$ cat config.mk
export PLATFORM = sky130hd
export DESIGN_NAME = vector_alu_sequencer
export DESIGN_NICKNAME = d
export VERILOG_FILES = /design/src/rtl/vector_alu_sequencer.sv
export SDC_FILE = /design/constraint.sdc
export NUM_CORES = 1
export LEC_CHECK = 0
export ABC_CLOCK_PERIOD_IN_PS = 3300
export CAP_MARGIN = 20
export CORE_ASPECT_RATIO = 0.5
export CORE_MARGIN = 8
export CORE_UTILIZATION = 49
export DETAILED_ROUTE_END_ITERATION = 8
export GPL_ROUTABILITY_DRIVEN = 0
export PLACE_DENSITY = 0.83
export SLEW_MARGIN = 20
export SYNTH_ARGS = -nofsm -noshare
export SYNTH_HDL_FRONTEND = slang
export SYNTH_SLANG_ARGS = --single-unit
$ cat constraint.sdc
create_clock -name clk -period 3.3 [get_ports clk]
set_input_delay 0.33 -clock clk [delete_from_list [all_inputs] [get_ports clk]]
set_output_delay 0.33 -clock clk [all_outputs]
set_load 0.02 [all_outputs]
$ cat src/rtl/vector_alu_sequencer.sv
// Issues the lanes of one vector operation to a single shared scalar ALU,
// one lane per cycle, and gathers the lane results into a result vector.
module vector_alu_sequencer #(
  parameter int LANES = 4,
  parameter int WIDTH = 32
) (
  input  logic                   clk,
  input  logic                   rst_n,
  input  logic                   start,
  input  logic [2:0]             op,
  input  logic                   vcsub,
  input  logic [LANES*WIDTH-1:0] vec_a,
  input  logic [LANES*WIDTH-1:0] vec_b,
  input  logic                   abort,
  output logic                   busy,
  output logic                   done,
  output logic [LANES*WIDTH-1:0] result,
  output logic [2:0]             alu_op,
  output logic                   alu_vcsub,
  output logic [WIDTH-1:0]       alu_a,
  output logic [WIDTH-1:0]       alu_b,
  input  logic [WIDTH-1:0]       alu_out
);

  localparam int LW = (LANES > 1) ? $clog2(LANES) : 1;

  typedef enum logic [1:0] {IDLE, ISSUE, DONE} state_t;

  state_t                 state, state_n;
  logic [LW-1:0]          lane;
  logic [2:0]             op_q;
  logic                   vcsub_q;
  logic [LANES*WIDTH-1:0] a_q, b_q;
  logic                   last_lane;

  assign last_lane = (lane == LW'(LANES - 1));

  always_comb begin
    state_n = state;
    case (state)
      IDLE:    if (start) state_n = ISSUE;
      ISSUE:   if (abort) state_n = IDLE;
               else if (last_lane) state_n = DONE;
      DONE:    state_n = IDLE;
      default: state_n = IDLE;
    endcase
  end

  // An aborted ISSUE cycle does not write its lane, so unissued lanes stay 0.
  always_ff @(posedge clk or negedge rst_n) begin
    if (!rst_n) begin
      state   <= IDLE;
      lane    <= '0;
      op_q    <= '0;
      vcsub_q <= 1'b0;
      a_q     <= '0;
      b_q     <= '0;
      result  <= '0;
    end else begin
      state <= state_n;
      case (state)
        IDLE: begin
          if (start) begin
            op_q    <= op;
            vcsub_q <= vcsub;
            a_q     <= vec_a;
            b_q     <= vec_b;
            result  <= '0;
            lane    <= '0;
          end
        end
        ISSUE: begin
          if (!abort) begin
            result[int'(lane)*WIDTH +: WIDTH] <= alu_out;
            if (!last_lane) lane <= lane + LW'(1);
          end
        end
        default: ;
      endcase
    end
  end

  // The ALU inputs are held at zero outside ISSUE so the idle ALU stays quiet.
  always_comb begin
    alu_op    = 3'b000;
    alu_vcsub = 1'b0;
    alu_a     = '0;
    alu_b     = '0;
    if (state == ISSUE) begin
      alu_op    = op_q;
      alu_vcsub = vcsub_q;
      alu_a     = a_q[int'(lane)*WIDTH +: WIDTH];
      alu_b     = b_q[int'(lane)*WIDTH +: WIDTH];
    end
  end

  assign busy = (state != IDLE);
  assign done = (state == DONE);

endmodule

==> flow_summary.ini, run 1 <==
[placement]
placed_cell_area_um2 = 23240
dp.cells = 2637
portBuffers = 493
dp_hpwl_mm = 41.07

[die]
ios = 494
rows = 49
die-area_um2 = 43240
core_area_um2 = 35930
die_h_um = 151.1
start_util_pct = 49.79
die_x_um = 286.2

[layout]
fin_nets = 2494
utilization_pct = 68.35
area_growth_pct = 37.28
layout-drive-gt1-share_pct = 11.31
final_cell_area_um2 = 24550
n_fill_cell = 2674
multi_input_area_um2 = 7342
fin_cells = 2720
seq_area_um2 = 9817

[power_and_ir_drop]
powerDensity_nw_per_um2 = 737.3
peakVddDrop_uv = 377.5
p_leak_nw = 11.98

[routing]
route.detailed.drc = 0
drt_iter0_markers = 1153
firstDrtPassIters = 5
routed_via_density = 5.407
vias = 14707
drtAntennaViolNets = 0
wl_mm = 58.81
routedWlPerCell_um = 21.62

[worst_setup_path]
r2r_start = lane[0]
crit_family = buffers and inverters
r2r_cells = 7
worst_path_largest_cell_delay_ps = 690
path_class = register to output pin
worst-path-max-fanout = 26
ff2ff_setup_slack_ps = 610
crit_chain = buf_12, mux4_2, and2_1, clkdlybuf4s50_1
reg2reg_to = result[45]
cp.arrival_ps = 2830
critPathSlowestCell = dfrtp_4
required_ps = 2970
crit_path_end_kind = output pin
path_buf_inv = 2
crit_path_start_kind = register

[worst_hold_path]
hold_end = a_q[53]
hold_class = input pin to register
whs_path_depth = 3
min_from = vec_a[53]

[global_route]
grt_overflow_total = 0
grt_pass1_vias = 15035
grt_usage_pct = 26.41
grt_first_pass_wirelength_mm = 89.58
grt_max_degree = 188
antenna_found_initial = 11

[timing]
fmax_mhz = 316.1
finalHoldViolCount = 0
fin_crit_sh_pct = 95.87
setup_viol = 0
period_minus_slack_ps = 3164
worstMarginPinSlew_ps = 1078
drv_slew = 0
finalSetupTns_ps = 0
maxSlewHeadroom_pct = 28.15
rsz0062_at_grt = false
skew_ps = 19.07

[synthesis]
yosys.area.top_type = dfrtp_1
synthCells = 1756
synth_common_cells = nand2_1, dfrtp_1, and2_1
synth_top_area_share_pct = 54.84
async_reset_ff_share_pct = 100.0
synth_area_um2 = 17890
ys_warn_count = 0
ys_seq_elements = 392
synth-edff-count = 0
synthFlopType = dfrtp_1
synth_most_common_cell = nand2_1
syn_nets = 2057
netlist_top_cells_area = dfrtp_1, nand2_1, mux4_2
synth_cell_types = 35
synth_seq_area_share_pct = 54.84
postSynthAreaPerCell_um2 = 10.19

[clock_tree]
cts-buffers-inserted = 36
htree_levels = 2
clkTransAtPathRegs_ps = 70
clock_latency_ps = 540
ctsRootBufferMaster = clkbuf_16
clkSinkCount = 392
cts_tree = yes
clock_path_buffers = 3
post_cts_resized = 0

[run]
drv_cap = 0

[outcome]
outcome = finished clean
==> sequential cells by signal, summed over array words and instances, names as in the netlist <==
signal	count
b_q	128
a_q	128
op_q	3
result	128
lane	2
state	2
vcsub_q	1
==> report_power, final <==
part	switching [mW]	internal, mW	leakage [nW]
logic	3.53	3.21	6.33
registers	0.861	6.10	5.03
clock network	1.88	2.52	0.610
==> layout make-up <==
type / count / share of cell area [%]
sequential: 392 / 39.98
multi-input combinational: 1198 / 29.90
timing repair buffer: 529 / 21.92
clock buffer: 56 / 4.591
tap: 484 / 2.466
inverter: 36 / 0.5503
clock inverter: 9 / 0.4280
antenna: 16 / 0.1631
==> placed cells by master, fill, tap and decap left out, types with 5 or more instances in the layout <==
master,instances
a31o_1,7
a31o_2,24
and2_1,68
and3_1,63
and4b_1,33
buf_12,12
buf_4,22
clkbuf_1,6
clkbuf_16,37
clkbuf_8,13
clkdlybuf4s50_1,492
dfrtp_1,390
diode_2,16
ha_1,5
inv_1,36
mux2_1,12
mux2_2,54
mux2i_1,33
mux4_2,64
nand2_1,782
nand4_1,32
==> worst reg2reg max path: stages (launching register included) <==
cell and delay (ps):
dfrtp_4 690, buf_16 230, inv_1 100, ha_1 490, nor2b_4 440, buf_12 280, and3_1 240, mux2_2 160
==> kinds of logic after synthesis <==
family	after synthesis	share of synthesized area [%]
AO/OA/AOI/OAI	31	1.518
adder cells (fa/ha/maj)	5	0.3497
buffers and inverters	166	4.351
flip-flops	392	54.84
multiplexers	163	14.06
AND/OR/NAND/NOR	999	24.88
==> metrics by stage <==
| stage | hold WS, ps | power, mW | worst slack, ps |
|---|---|---|---|
| after floorplan | 34.41 | 10.95 | 891.1 |
| after global placement | 348.5 | 13.52 | 542.8 |
| after detailed placement | 353.9 | 13.70 | 521.9 |
| after CTS | 287.7 | 18.20 | 97.82 |
| after global routing | 301.9 | 19.04 | 7.540 |
| final | 310.8 | 18.10 | 136.1 |
==> how the worst max path moves through the flow <==
stage | depth (start not counted) | endpoint | from
CTS | 4 | alu_b[5] | lane[0]
global placement | 4 | alu_b[11] | lane[0]
floorplan | 10 | result[64] | lane[1]
global route | 4 | alu_b[11] | lane[0]
finish | 4 | alu_b[5] | lane[0]
detailed placement | 4 | alu_b[5] | lane[0]
==> what timing repair did <==
action | 4_1_cts | 5_1_grt
setup buffers | 1 | 0
hold buffers | 1 | 0
endpoints found under the hold margin | 67 | 0
setup endpoints to repair | 43 | 0
==> layer usage <==
| layer | global-route usage [%] | part of all wire (%) | up-vias | wire length [um] |
|---|---|---|---|---|
| li1 | - | - | 6628 | - |
| met1 | 32.01 | 38 | 7343 | 22620 |
| met3 | 3.879 | 4.6 | 183 | 2702 |
| met2 | 45.67 | 51 | 553 | 29970 |
| met4 | 14.83 | 6.0 | 0 | 3514 |
| met5 | 0 | 0 | - | 0 |
(Power assumes the default switching activity.)
==> run 2: changes to the inputs <==
--- a/config.mk
+++ b/config.mk
@@ -7,13 +7,14 @@
 export LEC_CHECK = 0
 export ABC_CLOCK_PERIOD_IN_PS = 3300
 export CAP_MARGIN = 20
+export CELL_PAD_IN_SITES_DETAIL_PLACEMENT = 1
+export CELL_PAD_IN_SITES_GLOBAL_PLACEMENT = 1
 export CORE_ASPECT_RATIO = 0.5
 export CORE_MARGIN = 8
-export CORE_UTILIZATION = 49
+export CORE_UTILIZATION = 37
 export DETAILED_ROUTE_END_ITERATION = 8
 export GPL_ROUTABILITY_DRIVEN = 0
 export PLACE_DENSITY = 0.83
-export SLEW_MARGIN = 20
 export SYNTH_ARGS = -nofsm -noshare
 export SYNTH_HDL_FRONTEND = slang
 export SYNTH_SLANG_ARGS = --single-unit
==> run 2 against run 1 <==
Compared with the run above: sequential share of layout area shrank 0.41 points; global-route usage shrank 2.9 points; power grew 1.8%.
==> flow_summary.ini, run 2 (synthesized netlist as in run 1, its figures left out) <==
[global_route]
antenna_found_initial = 28
grt_first_pass_wirelength_mm = 103.1
grt_usage_pct = 23.53
grt_pass1_vias = 16607
grt_overflow_total = 0
grt_max_degree = 157

[worst_setup_path]
reg2reg_to = result[38]
required_ps = 2970
critPathLaunch = lane[0]
worst-path-max-fanout = 30
crit_path_start_kind = register
path_class = register to output pin
r2r_start = lane[1]
r2r_cells = 5
critPathCapture = alu_a[22]
crit_path_end_kind = output pin
cp.arrival_ps = 2800
ff2ff_setup_slack_ps = 660

[routing]
routed_via_density = 5.187
routedWlPerCell_um = 23.67
drtAntennaViolNets = 0
drt_iter0_markers = 1213
wl_mm = 68.72
route.detailed.drc = 0
vias = 15057
firstDrtPassIters = 4

[run]
drv_cap = 0

[timing]
finalSetupTns_ps = 0
drv_slew = 0
worstMarginPinSlew_ps = 1078
period_minus_slack_ps = 3131
finalHoldViolCount = 0
fin_crit_sh_pct = 94.88
rsz0062_at_grt = false
setup_viol = 0
skew_ps = 21.78
fmax_mhz = 319.4
maxSlewHeadroom_pct = 27.95
holdWs_ps = 270.3

[die]
die-area_um2 = 56060
ios = 494
start_util_pct = 37.16
core_area_um2 = 48140
die_x_um = 326.9
die_h_um = 171.5
rows = 57

[clock_tree]
clkSinkCount = 392
ctsRootBufferMaster = clkbuf_16
htree_levels = 2
postCtsHoldBufs = 1
clkTransAtPathRegs_ps = 70
post_cts_resized = 0
cts_tree = yes
clock_path_buffers = 3
clock_latency_ps = 550
cts-buffers-inserted = 39
post_cts_buffers = 0

[placement]
dp_hpwl_mm = 47.25
portBuffers = 493
placed_cell_area_um2 = 23460

[power_and_ir_drop]
powerDensity_nw_per_um2 = 742.8
p_leak_nw = 11.98
peakVddDrop_uv = 357.9

[layout]
area_growth_pct = 38.69
fin_nets = 2492
n_fill_cell = 5252
final_cell_area_um2 = 24810
layout_commonest_cell = nand2_1
reg_top3 = a_q x128, b_q x128, result x128
layout-drive-gt1-share_pct = 11.24
final_cell_mix = nand2_1, clkdlybuf4s50_1, dfrtp_1, and2_1, mux4_2

[outcome]
outcome = finished clean

[worst_hold_path]
hold_class = input pin to async pin
run 2: layout make-up:
class	count	area [um2]	share of cell area [%]
Antenna cell	38	95.09	0.3833
Sequential cell	392	9817	39.57
Timing Repair Buffer	524	5363	21.62
Clock buffer	50	1099	4.428
Clock inverter	16	145.1	0.5851
Tap cell	649	812.0	3.273
Inverter	36	135.1	0.5447
Multi-Input combinational cell	1198	7342	29.60
run 2: worst min path at each step:
stage                           from  endpoint  slack (ps)  depth (start not counted)
after global placement         rst_n   a_q[79]         260                          1
after detailed placement       rst_n  a_q[111]         270                          1
after CTS                      rst_n   a_q[49]         270                          2
after floorplan                rst_n    a_q[0]          30                          0
final                          rst_n  a_q[111]         270                          2
after global routing      vec_a[120]  a_q[120]         270                          3
run 2: routing by layer:
metal | up-vias | GRT usage, % | wire length [um]
met5 | - | 0 | 0
met4 | 0 | 13.05 | 3940
met3 | 169 | 3.190 | 2075
met2 | 350 | 43.19 | 37020
met1 | 7893 | 26.63 | 25690
li1 | 6645 | - | -
run 2: through the flow:
stage	std cells	total power [mW]	utilization, %	setup WS, ps
detailed placement	2798	13.92	48.73	671.6
floorplan	1756	10.95	-	891.1
global placement	2798	13.62	48.73	733.4
finish	2903	18.43	51.53	169.0
CTS	2865	18.55	51.33	149.3
global route	2900	19.39	51.52	89.26
run 2: critical path: stages (launching register included):
cell and delay [ps]:
dfrtp_4 560, buf_12 300, mux4_2 550, and2_1 210
clkdlybuf4s50_1 600
run 2: where the power goes:
part | total, mW | switching (mW) | leakage, nW | internal [mW]
Combinational | 6.97 | 3.78 | 6.31 | 3.19
Clock | 4.52 | 2.01 | 0.628 | 2.51
Sequential | 6.94 | 0.835 | 5.03 | 6.11
